--- src/rtl/mem_fill_pkg.sv ---
// Shared types and constants for the memory fill writer.
package mem_fill_pkg;

  localparam int ADDR_WIDTH_DEF = 4;
  localparam int DATA_WIDTH_DEF = 8;

  typedef enum logic [1:0] {
    ST_IDLE = 2'd0,
    ST_FILL = 2'd1,
    ST_DONE = 2'd2
  } fill_state_t;

  function automatic int depth_of(input int addr_width);
    return 1 << addr_width;
  endfunction

endpackage

--- src/rtl/mem_fill_ram.sv ---
// DEPTH x DATA_WIDTH RAM: one synchronous write port, one registered read
// port (read-before-write on same-address collision), cleared on reset.
module mem_fill_ram
  import mem_fill_pkg::*;
#(
  parameter int ADDR_WIDTH = ADDR_WIDTH_DEF,
  parameter int DATA_WIDTH = DATA_WIDTH_DEF,
  parameter int DEPTH      = depth_of(ADDR_WIDTH)
) (
  input  logic                  clk,
  input  logic                  rst,
  input  logic                  we,
  input  logic [ADDR_WIDTH-1:0] waddr,
  input  logic [DATA_WIDTH-1:0] wdata,
  input  logic [ADDR_WIDTH-1:0] raddr,
  output logic [DATA_WIDTH-1:0] rdata
);

  logic [DATA_WIDTH-1:0] mem [DEPTH];

  // Storage array: cleared on reset, otherwise written on we.
  always_ff @(posedge clk) begin
    if (rst) begin
      for (int i = 0; i < DEPTH; i++) begin
        mem[i] <= '0;
      end
    end else if (we) begin
      mem[waddr] <= wdata;
    end
  end

  // Free-running registered read; sees the pre-write contents on a collision.
  always_ff @(posedge clk) begin
    if (rst) begin
      rdata <= '0;
    end else begin
      rdata <= mem[raddr];
    end
  end

endmodule

--- src/rtl/mem_fill_writer.sv ---
// Fills a RAM at addresses 0..DEPTH-1 from a valid/ready byte stream and
// exposes the contents through a registered read port.
//
// state   | meaning
// --------+-----------------------------------------------------------
// ST_IDLE | after reset; waiting for start, no writes accepted
// ST_FILL | wr_ready high; each transfer writes mem[ptr] and advances
// ST_DONE | all DEPTH words written; done high until start or rst
module mem_fill_writer
  import mem_fill_pkg::*;
#(
  parameter int ADDR_WIDTH = ADDR_WIDTH_DEF,
  parameter int DATA_WIDTH = DATA_WIDTH_DEF
) (
  input  logic                  clk,
  input  logic                  rst,
  input  logic                  start,
  input  logic                  wr_valid,
  input  logic [DATA_WIDTH-1:0] wr_data,
  output logic                  wr_ready,
  output logic [ADDR_WIDTH:0]   wr_count,
  output logic                  done,
  input  logic [ADDR_WIDTH-1:0] rd_address,
  output logic [DATA_WIDTH-1:0] rd_data
);

  localparam int DEPTH = depth_of(ADDR_WIDTH);
  localparam logic [ADDR_WIDTH-1:0] LAST_ADDR = '1;

  fill_state_t           state;
  logic [ADDR_WIDTH-1:0] ptr;
  logic                  xfer;

  // Ready comes straight from the state so a transfer needs no extra cycle.
  assign wr_ready = (state == ST_FILL);
  assign xfer     = wr_valid & wr_ready;

  // Fill sequencer: state, write pointer, word count and done flag.
  always_ff @(posedge clk) begin
    if (rst) begin
      state    <= ST_IDLE;
      ptr      <= '0;
      wr_count <= '0;
      done     <= 1'b0;
    end else begin
      case (state)
        ST_IDLE: begin
          if (start) begin
            state    <= ST_FILL;
            ptr      <= '0;
            wr_count <= '0;
          end
        end
        ST_FILL: begin
          if (xfer) begin
            ptr      <= ptr + ADDR_WIDTH'(1);
            wr_count <= wr_count + (ADDR_WIDTH + 1)'(1);
            if (ptr == LAST_ADDR) begin
              state <= ST_DONE;
              done  <= 1'b1;
            end
          end
        end
        ST_DONE: begin
          if (start) begin
            state    <= ST_FILL;
            ptr      <= '0;
            wr_count <= '0;
            done     <= 1'b0;
          end
        end
        default: begin
          state    <= ST_IDLE;
          ptr      <= '0;
          wr_count <= '0;
          done     <= 1'b0;
        end
      endcase
    end
  end

  mem_fill_ram #(
    .ADDR_WIDTH (ADDR_WIDTH),
    .DATA_WIDTH (DATA_WIDTH),
    .DEPTH      (DEPTH)
  ) u_ram (
    .clk   (clk),
    .rst   (rst),
    .we    (xfer),
    .waddr (ptr),
    .wdata (wr_data),
    .raddr (rd_address),
    .rdata (rd_data)
  );

endmodule

--- config.mk ---
export PLATFORM = sky130hd
export DESIGN_NAME = mem_fill_writer
export DESIGN_NICKNAME = d
export VERILOG_FILES = /design/src/rtl/mem_fill_pkg.sv /design/src/rtl/mem_fill_ram.sv /design/src/rtl/mem_fill_writer.sv
export SDC_FILE = /design/constraint.sdc
export NUM_CORES = 1
export LEC_CHECK = 0
export CORE_MARGIN = 2
export CORE_UTILIZATION = 55
export DETAILED_ROUTE_END_ITERATION = 10
export PLACE_DENSITY_LB_ADDON = 0.12
export SLEW_MARGIN = 20
export SYNTH_ARGS = -nofsm -noshare
export SYNTH_HDL_FRONTEND = slang
export SYNTH_SLANG_ARGS = --single-unit
--- constraint.sdc ---
create_clock -name clk -period 2.4 [get_ports clk]
set_clock_uncertainty 0.05 [all_clocks]
set_input_delay 0.72 -clock clk [delete_from_list [all_inputs] [get_ports clk]]
set_output_delay 0.72 -clock clk [all_outputs]
set_load 0.01 [all_outputs]
Yosys cells after proc, flatten, opt, wreduce, memory -nomap -nowiden
Memory sizes are Yosys's and may differ from the RTL's. A register that Yosys moved wholly into a read port is not among the register bits.
Index checks and enable logic that the tools add are counted.
{"block": "op_classes", "n_addsub": 2, "n_eq_ne": 7, "mux": 22, "n_bitwise": 2, "reduce_logical": 6}
{"operator": "two-way mux 4 bit", "n": 3}
{"operator": "two-way mux 5 bit", "n": 2}
{"operator": "case mux 5 bit (2 select lines)", "n": 1}
{"operator": "two-way mux 1 bit", "n": 9}
{"operator": "two-way mux 8 bit", "n": 1}
{"operator": "case mux 4 bit (2 select lines)", "n": 1}
{"operator": "OR reduction 8 bit", "n": 1}
{"operator": "two-way mux 2 bit", "n": 3}
{"operator": "!= test 2 x 1 -> 1 bit (second input constant)", "n": 3}
{"operator": "adder 5 x 1 -> 5 bit (second input constant)", "n": 1}
{"operator": "adder 4 x 1 -> 4 bit (second input constant)", "n": 1}
{"operator": "== test 4 bit (second input constant)", "n": 1}
{"operator": "case mux 2 bit (2 select lines)", "n": 1}
{"operator": "AND reduction 4 bit", "n": 1}
{"operator": "case mux 1 bit (3 select lines)", "n": 1}
{"operator": "AND reduction 3 bit", "n": 1}
{"operator": "== test 2 x 1 -> 1 bit (second input constant)", "n": 1}
{"operator": "== test 2 bit (second input constant)", "n": 1}
{"operator": "zero test 2 bit", "n": 1}
{"operator": "!= test 2 bit (second input constant)", "n": 1}
{"operator": "AND reduction 2 bit", "n": 1}
{"operator": "OR reduction 2 bit", "n": 1}
{"operator": "AND 1 bit", "n": 1}
{"operator": "NOT 1 bit", "n": 1}
{"block": "totals", "regBits": 12, "mem_bits_rw": 128, "in_bits": 16, "output_inout_bits": 15, "wordCells": 44, "mem_count": 1}
{"memory": "u_ram.mem", "depth": 16, "word_bits": 8, "rd": 1, "rd_clocked_by_memory_dff": 1, "wr": 16, "line_no": "mem_fill_ram.sv:19", "text": "logic [DATA_WIDTH-1:0] mem [DEPTH];"}

Depth between registers and ports, before layout
{"block": "depth", "ltp_word": 7, "ltp_mapped": 7, "ltp_nobuf": 5}

By module
From an unflattened synthesis, not the netlist that was laid out.
{"block": "unflattened", "cells_unflattened": 512, "hier_area_um2": 6759.0}
{"mod": "mem_fill_ram", "instances": 1, "cells_each": 448, "area_per_inst_um2": 6188.4, "seq_area_each_um2": 4003.8}
{"mod": "mem_fill_writer", "instances": 1, "cells_each": 64, "area_per_inst_um2": 570.5, "seq_area_each_um2": 240.2}

Least setup slack after synthesis
Ideal clock, no wire load.
{"block": "synth_timing", "path_type": "input -> register", "startpoint": "input port rst", "endpoint": "memory u_ram.mem[0][0] (netlist name) (enable)", "setup_ns": 0.309, "arrival_ns": 1.798, "required_time_ns": 2.041, "path_slack_ns": 0.243, "stages": 5, "path_buffers": 1, "cell_sequence": "buf_2 and4bb_4 nand2_4 nor3_4 or2_2"}
{"element": "from (decl)", "line_no": "mem_fill_writer.sv:16", "text": "input logic rst,"}
{"element": "to (decl)", "line_no": "mem_fill_ram.sv:19"}

Worst setup path after layout
{"block": "layout_timing", "startpoint": "register state[0]", "endpoint": "output port wr_ready"}
{"block": "layout_via", "elab_chain_len": 1}
{"element": "from (decl)", "line_no": "mem_fill_writer.sv:30", "text": "fill_state_t state;"}
{"element": "from (signal assigned)", "line_no": "mem_fill_writer.sv:41", "text": "state <= ST_IDLE;"}
{"element": "from (signal assigned)", "line_no": "mem_fill_writer.sv:49", "text": "state <= ST_FILL;"}
{"element": "from (signal assigned)", "line_no": "mem_fill_writer.sv:59", "text": "state <= ST_DONE;"}
{"element": "== test 2 x 1 -> 1 bit", "line_no": "mem_fill_writer.sv:35", "text": "assign wr_ready = (state == ST_FILL);"}
{"element": "to (decl)", "line_no": "mem_fill_writer.sv:20", "text": "output logic wr_ready,"}
No other way between the ends.

==> metrics.txt <==
Yosys top cell by area=edfxtp_1; Pwr Density=736.4 nW/um^2; DR iter-0 viols=302; GPL Wtd Cong=0.8261; Distinct cells, synth=37; die width=116.1 um; Hold/Removal Path Class=flip-flop to flip-flop; clock tree buffer depth=2; Worst-path clk slew=60 ps; routed len/inst=19.96 um; post-synthesis sequential area ratio=61.38%; n_diodes=0; vias in the first global route=4075; first-pass GRT wire length=22940 um; dpl cells=around 720; Vias/cell=~5.5; min Tclk post-route=2305 ps; Die H=around 120 um; later-pin clock latency in the skew report=420 ps; Mapped Area=6914 um^2; Avg Cell Area, Syn=around 14 um^2; PortBufs=30; Final Core Density=67.47%; TritonCTS clock tree=built; Final Power=6.042 mW; largest family of logic cells by synthesized area=simple AND/OR/NAND/NOR gates; Placement Rows=40; WHS=approximately 500 ps; H-tree depth=4; Syn Inst Count=512; fmax=0.4338 GHz; post-route clock period utilization=between 90% and 100%; initial antenna violation count=0; grt total ovfl=0; post-synthesis mux area share=under 10%; Post-Syn Nets=533; Worst-Margin Slew=591.2 ps; final hold violations=0; Max FO, Critical Path=7; crit path DAT=1540 ps; post-synth top area share=55.59%; Compound-Gate Fraction of Synth Area=4.198%; status=finished, final reports clean; Nets=595; Total GRT Usage=24.32%; Required @ worst endpoint=1630 ps; Max VDD drop=0.5044 mV; xor/xnor cell area share of the yosys netlist=0.6334%; Synth Area in Adders=0.9048%; Critical Path Start Type=flip-flop; Synth area leaders=edfxtp_1, and2_1, mux2i_1; Max Cap Violations=0; crit end category=output port; CTS buffer count=17; detailed-placement wirelength estimate=10110 um; Slew Viols, Final=0; final setup vio count=0; # DRC=0; worst slack, placed=-103.3 ps; Synth warnings=0; effective utilization at floorplan=around 57%; Worst Setup Path Type=flip-flop to output port; P&R area growth vs syn=18.68%; Yosys reg bits=about 150; Ports=31; Slew HR=60.51%; die area=13480 um^2; first-pass detailed-route iteration total=5; RSZ-0062 raised after global routing=no; Final WS setup=between 90 and 100 ps; P_leak=3.183 nW; Root Buffer=clkbuf_16; largest net degree at the start of global routing=32; post-route insts no fill=755; simple-gate share of the synthesized area=20.97%; vias post-DR=4189; # clock sinks=148; Post-Route WL=~15000 um; share of layout cells above drive strength 1=between 10% and 20%; Core Box Area=~12000 um^2; remaining antenna violation count=0
==> registers in the layout, indices dropped and copies added (netlist names) <==
| name | count |
|---|---|
| u_ram.mem | 128 |
| u_ram.rdata | 8 |
| wr_count | 5 |
| ptr | 4 |
| state | 2 |
| done | 1 |
==> power by group <==
part / internal (mW) / leakage [nW] / switching [mW]
Clock: 1.72 / 0.288 / 0.973
Combinational: 0.183 / 1.41 / 0.247
Sequential: 2.88 / 1.49 / 0.0378
==> layout by cell type (no fill, tap or decap), types with 2 or more instances in the layout <==
| master | instances |
|---|---|
| a211oi_1 | 3 |
| a21oi_1 | 4 |
| a22oi_1 | 25 |
| and2_1 | 130 |
| buf_12 | 4 |
| buf_4 | 34 |
| bufinv_16 | 4 |
| clkbuf_1 | 3 |
| clkbuf_16 | 17 |
| clkdlybuf4s50_1 | 29 |
| clkinv_1 | 4 |
| clkinv_2 | 2 |
| dfxtp_1 | 19 |
| edfxtp_1 | 128 |
| ha_1 | 5 |
| inv_1 | 2 |
| mux2i_1 | 48 |
| mux4_2 | 7 |
| nand2_1 | 15 |
| nand2_4 | 4 |
| nand2b_1 | 11 |
| nand3_1 | 9 |
| nor2_1 | 14 |
| nor2_2 | 7 |
| nor2_4 | 5 |
| nor2b_1 | 4 |
| nor3_4 | 4 |
| nor3b_1 | 2 |
| nor4b_1 | 2 |
| o21ai_0 | 3 |
| o21ai_1 | 6 |
| or2_2 | 16 |
| xnor2_1 | 5 |
==> Yosys cell counts <==
library cell  count
a21oi_1           4
a211oi_1          3
nor3_1            1
a211o_1           1
nand3_1           9
nand2b_1         11
dfxtp_1          20
buf_2             7
nor2_4            5
buf_6             2
nor3_4            4
nor2_1           14
buf_4             3
inv_1             2
nand2_1          15
edfxtp_1        128
clkbuf_1         11
nand2_4           4
and3_1            1
nor4b_1           2
a31oi_1           1
nor3b_2           1
nor2b_1           5
or2_2            16
ha_1              5
mux4_2            7
xnor2_1           5
mux4_1            1
a22oi_1          25
o21ai_1           6
buf_8             2
and2_1          130
nor3b_1           2
o21ai_0           3
and4bb_4          1
nor2_2            7
mux2i_1          48
==> path summary, 6_finish.rpt <==
check               from         endpoint  slack, ps  depth (start not counted)
min reg2reg  wr_count[4]      wr_count[4]        500                          2
min          wr_count[4]      wr_count[4]        500                          2
max reg2reg       ptr[0]  u_ram.mem[4][3]        680                          5
max             state[0]         wr_ready         90                          2
==> timing repair <==
item                                    CTS  global route
endpoints found under the hold margin     0             0
endpoints found under the setup margin    1             1
hold buffers                              0             0
buffers inserted                          0             0
gates resized for setup                   1             1
==> metal layers <==
| metal | up-vias | wire (um) | track usage [%] |
|---|---|---|---|
| met2 | 161 | 7023 | 38.87 |
| met5 | - | 0 | 0 |
| met3 | 33 | 920 | 4.567 |
| met1 | 2037 | 6777 | 33.29 |
| met4 | 0 | 349 | 9.921 |
| li1 | 1958 | - | - |
==> area by class of cell <==
type / instances / area [um^2]
Clock inverter: 12 / 161.4
Sequential cell: 148 / 4245
Clock buffer: 20 / 436.7
Inverter: 2 / 7.507
Fill cell: 880 / 3956
Multi-Input combinational cell: 337 / 2514
Tap cell: 168 / 210.2
Timing Repair Buffer: 68 / 630.6
==> worst max-delay path, stage by stage (launching register included) <==
cell	delay (ps)
dfxtp_2	370
nor2b_2	190
clkdlybuf4s50_1	550
==> through the flow <==
stage / TNS (ps) / cell area [um^2]
after floorplan: 0 / 6914
after detailed placement: -5098 / 7604
final: 0 / 8205
after CTS: 0 / 8204
after global routing: 0 / 8205
after global placement: -1706 / 7604
==> cell families after synthesis <==
logic type / count (synthesis)
xor+xnor: 5
flops: 148
compound gates: 43
buf+inv: 27
mux: 56
simple gates: 228
fa+ha+maj: 5
No activity file was read; power rests on OpenSTA's default activity.
